===== config.mk =====
export PLATFORM = sky130hd
export DESIGN_NAME = sprite_rom_fetch_flat
export DESIGN_NICKNAME = d
export VERILOG_FILES = /design/src/rtl/sprite_rom_fetch_if.sv /design/src/rtl/sprite_rom_fetch.sv /design/src/flat_wrapper.sv
export SDC_FILE = /design/constraint.sdc
export NUM_CORES = 1
export LEC_CHECK = 0
export CELL_PAD_IN_SITES_DETAIL_PLACEMENT = 1
export CELL_PAD_IN_SITES_GLOBAL_PLACEMENT = 1
export CORE_ASPECT_RATIO = 0.75
export CORE_MARGIN = 2
export CORE_UTILIZATION = 36
export DETAILED_ROUTE_END_ITERATION = 12
export PLACE_DENSITY = 0.86
export SLEW_MARGIN = 20
export SYNTH_ARGS = -nofsm -noshare
export SYNTH_HDL_FRONTEND = slang
export SYNTH_SLANG_ARGS = --single-unit
export TNS_END_PERCENT = 30

===== constraint.sdc =====
create_clock -name clk_main -period 2.2 [get_ports clk_main]
set_clock_uncertainty 0.05 [all_clocks]
set_input_delay 0.22 -clock clk_main [delete_from_list [all_inputs] [get_ports clk_main]]
set_output_delay 0.22 -clock clk_main [all_outputs]
set_load 0.1 [all_outputs]

===== src/rtl/sprite_rom_fetch_if.sv =====
// Sprite ROM fetch bundle: sprite-generator address side, memory request/ack port and planar output.
interface sprite_rom_fetch_if #(
    parameter int AW    = 19,
    parameter int CNT_W = 16
);
    logic [17:0]      ca;
    logic             bank;
    logic [2:0]       dec_sel;
    logic [AW-1:0]    mem_addr;
    logic             mem_req;
    logic             mem_ack;
    logic [31:0]      mem_data;
    logic [31:0]      cd;
    logic             cd_valid;
    logic [CNT_W-1:0] late_cnt;

    modport slave (
        input  ca, bank, dec_sel, mem_ack, mem_data,
        output mem_addr, mem_req, cd, cd_valid, late_cnt
    );

    modport master (
        output ca, bank, dec_sel, mem_ack, mem_data,
        input  mem_addr, mem_req, cd, cd_valid, late_cnt
    );
endinterface


===== src/rtl/sprite_rom_fetch.sv =====
// Serves the sprite ROM address stream from a req/ack memory port and returns planar words.
// Optional next-word prefetch buffer is built when SPR_PREFETCH_EN is defined.
module sprite_rom_fetch #(
    parameter int AW    = 19,
    parameter int CNT_W = 16
) (
    input  logic               clk_main,
    input  logic               reset,
    sprite_rom_fetch_if.slave  bus
);
    localparam logic [1:0] ST_IDLE = 2'd0;
    localparam logic [1:0] ST_WAIT = 2'd1;
`ifdef SPR_PREFETCH_EN
    localparam logic [1:0] ST_PF   = 2'd2;
`endif

    function automatic logic [31:0] planar(input logic [31:0] w);
        logic [31:0] r;
        r = '0;
        for (int p = 0; p < 4; p++)
            for (int i = 0; i < 8; i++)
                r[8*p+i] = w[4*i+p];
        return r;
    endfunction

    logic [8:0]       dec;
    logic [AW-1:0]    a_d, a_q;
    logic [1:0]       state_d, state_q;
    logic             req_d, req_q;
    logic [AW-1:0]    addr_d, addr_q;
    logic [31:0]      cd_d, cd_q;
    logic [AW-1:0]    tag_d, tag_q;
    logic             tag_v_d, tag_v_q;
    logic             cd_valid_d, cd_valid_q;
    logic [CNT_W-1:0] late_d, late_q;
    logic             miss;
`ifdef SPR_PREFETCH_EN
    logic [31:0]      pb_d, pb_q;
    logic [AW-1:0]    pb_tag_d, pb_tag_q;
    logic             pb_v_d, pb_v_q;
`endif

    // Address-line scramble per bank, chosen by the decode PROM; ca[3] always rides in bit 0.
    always_comb begin
        dec = '0;
        case (bus.dec_sel)
            3'd0:       dec = {bus.ca[9], bus.ca[8], bus.ca[7], bus.ca[6], bus.ca[5], bus.ca[4], bus.ca[2], bus.ca[1], bus.ca[0]};
            3'd1:       dec = {bus.ca[9], bus.ca[8], bus.ca[7], bus.ca[5], bus.ca[6], bus.ca[4], bus.ca[2], bus.ca[1], bus.ca[0]};
            3'd2, 3'd3: dec = {bus.ca[9], bus.ca[8], bus.ca[7], bus.ca[6], bus.ca[4], bus.ca[2], bus.ca[1], bus.ca[0], bus.ca[5]};
            3'd4:       dec = {bus.ca[9], bus.ca[7], bus.ca[8], bus.ca[6], bus.ca[4], bus.ca[2], bus.ca[1], bus.ca[0], bus.ca[5]};
            3'd5, 3'd6: dec = {bus.ca[9], bus.ca[8], bus.ca[6], bus.ca[4], bus.ca[2], bus.ca[1], bus.ca[0], bus.ca[7], bus.ca[5]};
            default:    dec = {bus.ca[8], bus.ca[6], bus.ca[4], bus.ca[2], bus.ca[1], bus.ca[0], bus.ca[9], bus.ca[7], bus.ca[5]};
        endcase
        a_d = {bus.bank, bus.ca[17:10], dec, bus.ca[3]};
    end

    assign miss = !tag_v_q || (a_q != tag_q);

    always_comb begin
        state_d = state_q;
        req_d   = req_q;
        addr_d  = addr_q;
        cd_d    = cd_q;
        tag_d   = tag_q;
        tag_v_d = tag_v_q;
        late_d  = late_q;
`ifdef SPR_PREFETCH_EN
        pb_d     = pb_q;
        pb_tag_d = pb_tag_q;
        pb_v_d   = pb_v_q;
`endif
        case (state_q)
            ST_IDLE: begin
`ifdef SPR_PREFETCH_EN
                if (miss && pb_v_q && (a_q == pb_tag_q)) begin
                    cd_d    = pb_q;
                    tag_d   = pb_tag_q;
                    tag_v_d = 1'b1;
                end else if (miss) begin
                    req_d   = 1'b1;
                    addr_d  = a_q;
                    state_d = ST_WAIT;
                end else if (cd_valid_q && !(pb_v_q && (pb_tag_q == tag_q + 1'b1))) begin
                    req_d   = 1'b1;
                    addr_d  = tag_q + 1'b1;
                    state_d = ST_PF;
                end
`else
                if (miss) begin
                    req_d   = 1'b1;
                    addr_d  = a_q;
                    state_d = ST_WAIT;
                end
`endif
            end
`ifdef SPR_PREFETCH_EN
            // A demand miss seen here is picked up from IDLE once the prefetch lands.
            ST_PF: begin
                if (bus.mem_ack) begin
                    pb_d     = planar(bus.mem_data);
                    pb_tag_d = addr_q;
                    pb_v_d   = 1'b1;
                    req_d    = 1'b0;
                    state_d  = ST_IDLE;
                end
            end
`endif
            default: begin
                if (bus.mem_ack) begin
                    cd_d    = planar(bus.mem_data);
                    tag_d   = addr_q;
                    tag_v_d = 1'b1;
                    if (a_q == addr_q) begin
                        req_d   = 1'b0;
                        state_d = ST_IDLE;
                    end else begin
                        // Superseded: chain straight into the new address, request stays up.
                        addr_d = a_q;
                        if (late_q != '1)
                            late_d = late_q + 1'b1;
                    end
                end
            end
        endcase
        cd_valid_d = tag_v_d && (tag_d == a_q);
    end

    // Input pipeline is not reset so the first post-reset decision already sees live ca.
    always_ff @(posedge clk_main) begin
        a_q <= a_d;
    end

    always_ff @(posedge clk_main) begin
        if (reset) begin
            state_q    <= ST_IDLE;
            req_q      <= 1'b0;
            addr_q     <= '0;
            cd_q       <= '0;
            tag_q      <= '0;
            tag_v_q    <= 1'b0;
            cd_valid_q <= 1'b0;
            late_q     <= '0;
`ifdef SPR_PREFETCH_EN
            pb_q       <= '0;
            pb_tag_q   <= '0;
            pb_v_q     <= 1'b0;
`endif
        end else begin
            state_q    <= state_d;
            req_q      <= req_d;
            addr_q     <= addr_d;
            cd_q       <= cd_d;
            tag_q      <= tag_d;
            tag_v_q    <= tag_v_d;
            cd_valid_q <= cd_valid_d;
            late_q     <= late_d;
`ifdef SPR_PREFETCH_EN
            pb_q       <= pb_d;
            pb_tag_q   <= pb_tag_d;
            pb_v_q     <= pb_v_d;
`endif
        end
    end

    assign bus.mem_addr = addr_q;
    assign bus.mem_req  = req_q;
    assign bus.cd       = cd_q;
    assign bus.cd_valid = cd_valid_q;
    assign bus.late_cnt = late_q;
endmodule


===== src/flat_wrapper.sv =====
// flat-port wrapper written by rule: the top's interface ports become plain ports
module sprite_rom_fetch_flat 
#(
    parameter int AW    = 19,
    parameter int CNT_W = 16
)
  (clk_main, reset, bus_ca, bus_bank, bus_dec_sel, bus_mem_ack, bus_mem_data, bus_mem_addr, bus_mem_req, bus_cd, bus_cd_valid, bus_late_cnt);
  sprite_rom_fetch_if #(.AW(AW), .CNT_W(CNT_W)) bus_i ();
  input  logic clk_main;
  input  logic reset;
  input wire logic [$bits(bus_i.ca)-1:0] bus_ca;
  input wire logic [$bits(bus_i.bank)-1:0] bus_bank;
  input wire logic [$bits(bus_i.dec_sel)-1:0] bus_dec_sel;
  input wire logic [$bits(bus_i.mem_ack)-1:0] bus_mem_ack;
  input wire logic [$bits(bus_i.mem_data)-1:0] bus_mem_data;
  output wire logic [$bits(bus_i.mem_addr)-1:0] bus_mem_addr;
  output wire logic [$bits(bus_i.mem_req)-1:0] bus_mem_req;
  output wire logic [$bits(bus_i.cd)-1:0] bus_cd;
  output wire logic [$bits(bus_i.cd_valid)-1:0] bus_cd_valid;
  output wire logic [$bits(bus_i.late_cnt)-1:0] bus_late_cnt;
  assign bus_i.ca = bus_ca;
  assign bus_i.bank = bus_bank;
  assign bus_i.dec_sel = bus_dec_sel;
  assign bus_i.mem_ack = bus_mem_ack;
  assign bus_i.mem_data = bus_mem_data;
  assign bus_mem_addr = bus_i.mem_addr;
  assign bus_mem_req = bus_i.mem_req;
  assign bus_cd = bus_i.cd;
  assign bus_cd_valid = bus_i.cd_valid;
  assign bus_late_cnt = bus_i.late_cnt;
  sprite_rom_fetch #(.AW(AW), .CNT_W(CNT_W)) u_core (.clk_main(clk_main), .reset(reset), .bus(bus_i));
endmodule

# [Yosys cells after proc, flatten, opt, wreduce, memory -nomap -nowiden]
# Cells that the tools add are included.
[classes] eq_ne=12 n_bitwise=2 reduce_logical=13 n_mux=17 add_sub_neg=1
[ops] op="19-bit two-way mux" n=6
[ops] op="9-bit one-hot mux with 5 select lines" n=1
[ops] op="19-bit == test" n=2
[ops] op="19-bit != test" n=1
[ops] op="16-bit by 1-bit adder with 16-bit output, second input constant" n=1
[ops] op="16-bit != test, second input constant" n=1
[ops] op="3-bit == test, second input constant" n=3
[ops] op="2-bit two-way mux" n=4
[ops] op="3-bit by 2-bit == test with 1-bit output, second input constant" n=2
[ops] op="1-bit two-way mux" n=6
[ops] op="3-bit AND reduction" n=2
[ops] op="4-bit AND reduction" n=1
[ops] op="2-bit nonzero test" n=2
[ops] op="2-bit OR reduction" n=2
[ops] op="3-bit by 1-bit == test with 1-bit output, second input constant" n=1
[ops] op="3-bit logical NOT" n=1
[ops] op="2-bit logical NOT" n=1
[ops] op="2-bit by 1-bit != test with 1-bit output, second input constant" n=1
[ops] op="2-bit != test, second input constant" n=1
[ops] op="1-bit NOT" n=2
[ops] op="2-bit AND reduction" n=1
[ops] op="1-bit logical AND" n=1
[ops] op="1-bit logical NOT" n=1
[ops] op="1-bit logical OR" n=1
[totals] inputBits=57 regBits=110 out_inout_bits=69 word_cells=54

# [Longest topological paths before layout]
# Gate-level depths: netlist of run 1.
[logic_depth] ltp_word=4 mapped_depth=8

# [Worst setup path after synthesis of run 1]
# OpenSTA, ideal clock, no wires.
[synth_timing] path_type="reg2reg" start="reg u_core.late_q[0], in the netlist u_core.bus.late_cnt[0]" end="reg u_core.late_q[1], in the netlist u_core.bus.late_cnt[1]" setup_time_ns=0.128 synth_period_minus_slack_ns=2.689 t_arrival_ns=2.512 t_required_ns=2.022 path_buffers=1 stages_incl_launch_ff=9 slack_ns=-0.489 path_cell_list="dfxtp_1 ha_1 nand3_1 nor2_1 a41oi_2 o21ai_2 buf_2 mux2i_1 nor2_1"
[synth_between] elab_chain_cells=2 elab_cells_between_ends=3
[synth_rtl] item="start, declared" line_no="sprite_rom_fetch.sv:35" rtl="logic [CNT_W-1:0] late_d, late_q;"
[synth_rtl] item="start signal, assigned" line_no="sprite_rom_fetch.sv:156" rtl="late_q <= late_d;"
[synth_rtl] item="branches (longest 2 deep; another with 16-bit by 1-bit adder with 16-bit output)"
# Several ways; the timed one is not identified.
# A chain may end at the register's enable or synchronous reset.

# [Worst setup path after layout of run 1]
[layout_timing] start="reg u_core.addr_q[2], in the netlist u_core.bus.mem_addr[2]" end="reg u_core.late_q[2], in the netlist u_core.bus.late_cnt[2]"
[layout_between] elab_chain_cells=3
[layout_rtl] item="start, declared" line_no="sprite_rom_fetch.sv:30" rtl="logic [AW-1:0] addr_d, addr_q;"
[layout_rtl] item="start signal, assigned" line_no="sprite_rom_fetch.sv:151" rtl="addr_q <= addr_d;"
[layout_rtl] item="19-bit == test" line_no="sprite_rom_fetch.sv:113" rtl="if (a_q == addr_q) begin"
[layout_rtl] item="1-bit NOT (no line)"
[layout_rtl] item="4-bit AND reduction (no line)"
# No other way between the ends.

==> results of run 1 <==
logic make-up (layout without fill, tap and decap cells):
logic type,count (synthesis),after routing,synth area share
AND/OR/NAND/NOR,203,203,0.210
buffers and inverters,35,177,0.0321
flip-flops,108,108,0.444
AO/OA/AOI/OAI,87,87,0.104
adder cells (fa/ha/maj),2,2,0.00462
XOR/XNOR,59,59,0.106
multiplexers,48,48,0.100
registers in the layout (all words and copies together), names as in the netlist:
name / flops
u_core.a_q: 19
u_core.bus.cd: 32
u_core.bus.cd_valid: 1
u_core.bus.late_cnt: 16
u_core.bus.mem_addr: 19
u_core.state_q: 1
u_core.tag_q: 19
u_core.tag_v_q: 1
metal layers:
metal,global-route usage,vias to the layer above
li1,-,2119
met1,0.248,2157
met2,0.372,76
met3,0.0422,17
met4,0.0729,0
met5,0,-
area by class of cell:
type                    count  share of cell area
repair buffers            157               0.206
inverters                   4             0.00223
clock buffers              13              0.0401
multi-input cells         399               0.382
well taps                 171              0.0317
clock inverters             3              0.0100
flip-flops and latches    108               0.328
cell usage after synthesis (all sizes together) (2+ instances only):
cell      n
a211oi    2
a21oi    50
and2b     2
and3      2
buf       7
clkbuf   24
dfxtp   108
inv       4
mux2      6
mux2i    42
nand2    84
nand2b   37
nand3    10
nand4     4
nor2     28
nor2b     3
nor3      4
nor4     11
o211ai    5
o21ai    13
o22ai     5
o31ai     5
or3       8
or4       5
xnor2    27
xor2     32
final timing paths:
path         slack [ns]  depth (start not counted)                                 from                                  end
max                0.04                          8  u_core.bus.mem_addr[2]$_SDFFE_PP0P_  u_core.bus.late_cnt[2]$_SDFFE_PP0P_
min                0.25                          1                             bus_bank               u_core.a_q[18]$_DFF_P_
max reg2reg        0.04                          8  u_core.bus.mem_addr[2]$_SDFFE_PP0P_  u_core.bus.late_cnt[2]$_SDFFE_PP0P_
min reg2reg        0.41                          2       u_core.bus.cd[14]$_SDFFE_PP0P_       u_core.bus.cd[14]$_SDFFE_PP0P_
report_power, final:
group          switching (uW)  leakage (uW)  internal, uW  total [uW]
Combinational             724       0.00176           384        1110
Sequential                107      0.000901          2060        2160
Clock                     713      0.000162          1090        1800
Total                    1540       0.00282          3530        5080
repair_timing:
action / CTS / global route
resized for setup: 0 / 2
buffers inserted: 0 / 1
endpoints found under the setup margin: 0 / 29
worst max-delay path: cells and delay by family, from the launching register on:
family	cells	cell delay [ns]
xor+xnor	2	0.31
compound gates	1	0.18
flops	1	0.34
buf+inv	2	0.32
simple gates	3	0.87
metrics by stage:
| stage | TNS [ns] | cell area (sq um) | worst slack [ns] |
|---|---|---|---|
| final | 0 | 6740 | 0.0400 |
| after global routing | 0 | 6740 | 0.00269 |
| after CTS | 0 | 6720 | 0.00406 |
| after detailed placement | -0.155 | 6390 | -0.155 |
| after global placement | -0.0136 | 6390 | -0.0136 |
| after floorplan | 0 | 4920 | 0.0468 |
==> results.sh, run 1 <==
export IMPL_crit_path_end_kind="flop"
export IMPL_dieArea_sq_mm=0.0145
export IMPL_fillers=1488
export IMPL_yosysWarnings=0
export IMPL_hpwl_um=11000
export IMPL_dp_cells=838
export IMPL_run_status="finished, final reports clean"
export IMPL_power_uw=5080
export IMPL_slew_headroom=0.663
export IMPL_synth_cell_area_sq_mm=0.00487
export IMPL_synth_seq_area_share=0.444
export IMPL_min_path_type="in -> reg"
export IMPL_antenna_found_initial=0
export IMPL_m1WireLength_um=6470
export IMPL_diodes=0
export IMPL_post_route_util=0.514
export IMPL_clock_root_buffer="clkbuf_16"
export IMPL_final_layout_size_suffix_gt1_frac=0.246
export IMPL_worstPathCellList="xor2_1 -> nor4_1 -> nand4_1 -> buf_4 -> buf_4 -> o211ai_1 -> xnor2_1 -> nor2b_1"
export IMPL_area_growth_pct=38.3
export IMPL_cp_max_fo=4
export IMPL_initialDrtViolationCount=164
export IMPL_grt_pass1_wl_um=24100
export IMPL_place_gp_congestion=0.849
export IMPL_cts_htree_levels=3
export IMPL_path_common_cell="buf_4"
export IMPL_wl_per_cell_um=17.4
export IMPL_vias_per_cell=5.11
export IMPL_maxClockFrequency_mhz=463
export IMPL_synthFlopType="dfxtp_1"
export IMPL_io_pins=126
export IMPL_drc=0
export IMPL_final_common_cell="buf_4"
export IMPL_portBuffers=125
export IMPL_grt_setup_unrepaired="no"
export IMPL_top_layer_used="met4"
export IMPL_worstSetupPathType="reg -> reg"
export IMPL_ys_types=47
export IMPL_regArea_sq_mm=0.00221
export IMPL_fin_crit_ns=2.16
export IMPL_setup_viol=0
export IMPL_yosysTopAreaCellShare=0.444
export IMPL_p_per_area_mw_per_mm2=753
export IMPL_start_kind="flop"
export IMPL_routed_wl_um=14900
export IMPL_initial_core_util=0.372
export IMPL_vias=4369
export IMPL_synth_area_per_cell_sq_um=8.99
export IMPL_fin_cells=855
export IMPL_async_flop_share=0
export IMPL_slowest_stage="nor4_1"
export IMPL_synthTopCellsByArea="dfxtp_1, mux2i_1, nand2_1, xor2_1, a21oi_1"
export IMPL_insertion_delay_ns=0.35
export IMPL_wl_met3_um=539
export IMPL_rows=36
export IMPL_required_ns=2.41
export IMPL_wl_met2_um=7570
export IMPL_synthCells=542
export IMPL_grt_start_max_net_pins=41
export IMPL_whs_ns=0.253
export IMPL_die_w_um=138
export IMPL_worstPathArrival_ns=2.37
export IMPL_track_usage=0.208
export IMPL_cts_sinks=108
export IMPL_drv_slew=0
export IMPL_num_nets_final=737
export IMPL_cts_buffers=9
export IMPL_multi_input_area_sq_mm=0.00257
export IMPL_max_cap_viol_count=0
export IMPL_synth_edf_count=0
export IMPL_cts_path_max_buffers=2
export IMPL_ctsHoldBuffers=0
export IMPL_cpPeakStageDelay_ns=0.47
export IMPL_grt_pass1_vias=4626
export IMPL_core_sq_mm=0.0131
export IMPL_period_share=0.982
export IMPL_path_clk_slew_ns=0.07
export IMPL_leakagePower_uw=0.00282
export IMPL_cts_tree="yes"
export IMPL_tightest_slew_ns=0.505
export IMPL_die_height_um=105
export IMPL_ant_nets=0
export IMPL_finalHoldViolations=0
export IMPL_synth_seq_cells=108
export IMPL_mostFrequentLayoutCells="buf_4, nand2_1, dfxtp_1"
export IMPL_ir_drop_mv=0.527
export IMPL_dr_pass1_iters=4
export IMPL_synth_nets=600
export IMPL_synth_area_leader_cell="dfxtp_1"
export IMPL_overflow=0
No activity file was read; power rests on OpenSTA's default activity.
==> run 2, diff against run 1 <==
--- a/config.mk
+++ b/config.mk
@@ -9,9 +9,9 @@
 export CELL_PAD_IN_SITES_GLOBAL_PLACEMENT = 1
 export CORE_ASPECT_RATIO = 0.75
 export CORE_MARGIN = 2
-export CORE_UTILIZATION = 36
+export CORE_UTILIZATION = 39
 export DETAILED_ROUTE_END_ITERATION = 12
-export PLACE_DENSITY = 0.86
+export PLACE_DENSITY = 0.92
 export SLEW_MARGIN = 20
 export SYNTH_ARGS = -nofsm -noshare
 export SYNTH_HDL_FRONTEND = slang
==> constraint.sdc (replaced) <==
create_clock -name clk_main -period 2.75 [get_ports clk_main]
set_clock_uncertainty 0.05 [all_clocks]
set_input_delay 0.275 -clock clk_main [delete_from_list [all_inputs] [get_ports clk_main]]
set_output_delay 0.275 -clock clk_main [all_outputs]
set_load 0.01 [all_outputs]
==> run 2 against run 1 <==
Non-clock buffer count fell by 18; power fell by 31%; fmax fell by 12%; final cell count fell by 2.8%; clock power fell by 32%; critical path depth fell by 1; design area fell by 2.2%; wire length fell by 2.4%; flip-flop and latch count did not move; critical endpoint is now u_core.bus.late_cnt[1]$_SDFFE_PP0P_; largest cell class unchanged; highest routed layer unchanged.
==> results.sh, run 2 (synthesis results as in run 1) <==
export IMPL_run_status="finished, final reports clean"
export IMPL_ctsHoldBuffers=0
export IMPL_finalHoldViolations=0
export IMPL_grt_pass1_wl_um=23300
export IMPL_crit_path_end_kind="flop"
export IMPL_grt_setup_unrepaired="no"
export IMPL_initial_core_util=0.399
export IMPL_insertion_delay_ns=0.35
export IMPL_dp_slack_ns=0.212
export IMPL_hpwl_um=10600
export IMPL_reg2reg_to="u_core.bus.late_cnt[1]$_SDFFE_PP0P_"
export IMPL_diodes=0
export IMPL_num_nets_final=719
export IMPL_slew_headroom=0.321
export IMPL_ant_nets=0
export IMPL_cts_resized_gates=0
export IMPL_ff2ff_path_depth=7
export IMPL_start_kind="flop"
export IMPL_area_growth_pct=35.3
export IMPL_p_sw_frac=0.260
export IMPL_cts_tree="yes"
export IMPL_required_ns=2.94
export IMPL_cts_setup_buffers=0
export IMPL_portBuffers=125
export IMPL_hold_depth=1
export IMPL_ff2ff_setup_slack_ns=0.30
export IMPL_antenna_found_initial=0
export IMPL_cts_sinks=108
export IMPL_min_to="u_core.a_q[10]$_DFF_P_"
export IMPL_combPwrFrac=0.157
export IMPL_path_clk_slew_ns=0.07
export IMPL_dieArea_sq_mm=0.0134
export IMPL_hold_path_startpoint="bus_ca[10]"
export IMPL_track_usage=0.218
export IMPL_dr_pass1_iters=4
export IMPL_cp_startpoint="u_core.a_q[3]$_DFF_P_"
export IMPL_leakagePower_uw=0.00255
export IMPL_vias_per_cell=5.08
export IMPL_final_layout_size_suffix_gt1_frac=0.0647
export IMPL_clock_root_buffer="clkbuf_16"
export IMPL_tightest_slew_ns=1.02
export IMPL_drc=0
export IMPL_routed_wl_um=14500
export IMPL_io_pins=126
export IMPL_vias=4225
export IMPL_core_sq_mm=0.0122
export IMPL_max_cap_viol_count=0
export IMPL_initialDrtViolationCount=205
export IMPL_switchingPower_uw=914
export IMPL_worstPathCellList="xor2_1 -> nor4_1 -> nand4_1 -> o21ai_4 -> buf_4 -> mux2i_1 -> nor2_1"
export IMPL_fin_crit_ns=2.45
export IMPL_ir_drop_mv=0.296
export IMPL_critPathTopFamily="simple AND/OR/NAND/NOR gates"
export IMPL_fin_ws_ns=0.301
export IMPL_largest_register_ffs=32
export IMPL_period_share=0.890
export IMPL_final_common_cell="clkdlybuf4s50_1"
export IMPL_cp_max_fo=25
export IMPL_grt_pass1_vias=4458
export IMPL_placed_cell_area_sq_mm=0.00631
export IMPL_fillers=1402
export IMPL_slowest_stage="o21ai_4"
export IMPL_cpPeakStageDelay_ns=0.51
export IMPL_cts_htree_levels=3
export IMPL_overflow=0
export IMPL_cts_buffers=9
export IMPL_place_gp_congestion=0.790
export IMPL_whs_ns=0.319
export IMPL_min_path_type="in -> reg"
export IMPL_grt_start_max_net_pins=64
export IMPL_cp_buffers_inverters=1
export IMPL_worstSetupPathType="reg -> reg"
export IMPL_cts_path_max_buffers=2
export IMPL_intPower_uw=2600
export IMPL_p_per_area_mw_per_mm2=532
export IMPL_setup_viol=0
export IMPL_die_w_um=133
export IMPL_fin_setup_tns_ns=0
export IMPL_drv_slew=0
export IMPL_worstPathArrival_ns=2.64
export IMPL_mostFrequentLayoutCells="clkdlybuf4s50_1, dfxtp_1, nand2_1"
export IMPL_wl_per_cell_um=17.4
export IMPL_maxClockFrequency_mhz=408
export IMPL_pwr_share_seq=0.494
export IMPL_path_depth=7
export IMPL_power_uw=3510
export IMPL_p_clk_frac=0.348
export IMPL_design_area_sq_mm=0.00659
export IMPL_rows=35
export IMPL_die_height_um=101
export IMPL_r2r_start="u_core.a_q[3]$_DFF_P_"
[run 2: changes by cell type in the layout (fill, tap and decap cells not counted), moves of 2 or more]
cell / previous run / this run
clkinv_2: 0 / 2
dfxtp_4: 2 / 0
bufinv_16: 2 / 0
dfxtp_1: 74 / 108
dfxtp_2: 32 / 0
clkdlybuf4s50_1: 55 / 124
buf_12: 6 / 1
buf_4: 95 / 13
[run 2: layout make-up]
type,count,area [sq um],share of cell area
Tap cell,166,208,0.0315
Clock buffer,13,260,0.0395
Inverter,4,15.0,0.00228
Timing Repair Buffer,139,1360,0.207
Sequential cell,108,2160,0.328
Multi-Input combinational cell,399,2570,0.390
Clock inverter,2,10.0,0.00152
[run 2: per-layer routing]
metal / up-vias / wire length, um / global-route usage
li1: 2074 / - / -
met1: 2059 / 6550 / 0.276
met2: 78 / 7230 / 0.387
met3: 14 / 565 / 0.0432
met4: 0 / 155 / 0.0488
met5: - / 0 / 0
[run 2: worst max path at each step]
stage	slack, ns	endpoint
after global placement	0.29	u_core.bus.late_cnt[15]$_SDFFE_PP0P_
final	0.30	u_core.bus.late_cnt[1]$_SDFFE_PP0P_
after floorplan	0.85	u_core.bus.late_cnt[1]$_SDFFE_PP0P_
after detailed placement	0.21	u_core.bus.late_cnt[15]$_SDFFE_PP0P_
after CTS	0.20	u_core.bus.late_cnt[1]$_SDFFE_PP0P_
after global routing	0.15	u_core.bus.mem_addr[5]$_SDFFE_PP0P_
[run 2: power by group through the flow]
stage	Sequential (uW)	Combinational (uW)	Clock, uW
2_1_floorplan	1770	272	0
3_3_place_gp	1760	528	0
3_5_place_dp	1770	549	0
4_1_cts	1730	555	1250
5_1_grt	1750	600	1310
6_report	1730	552	1220
[run 2: through the flow]
stage | instances | utilization
after floorplan | 542 | -
after global routing | 831 | 0.540
final | 831 | 0.540
after global placement | 816 | 0.517
after detailed placement | 816 | 0.517
after CTS | 831 | 0.539
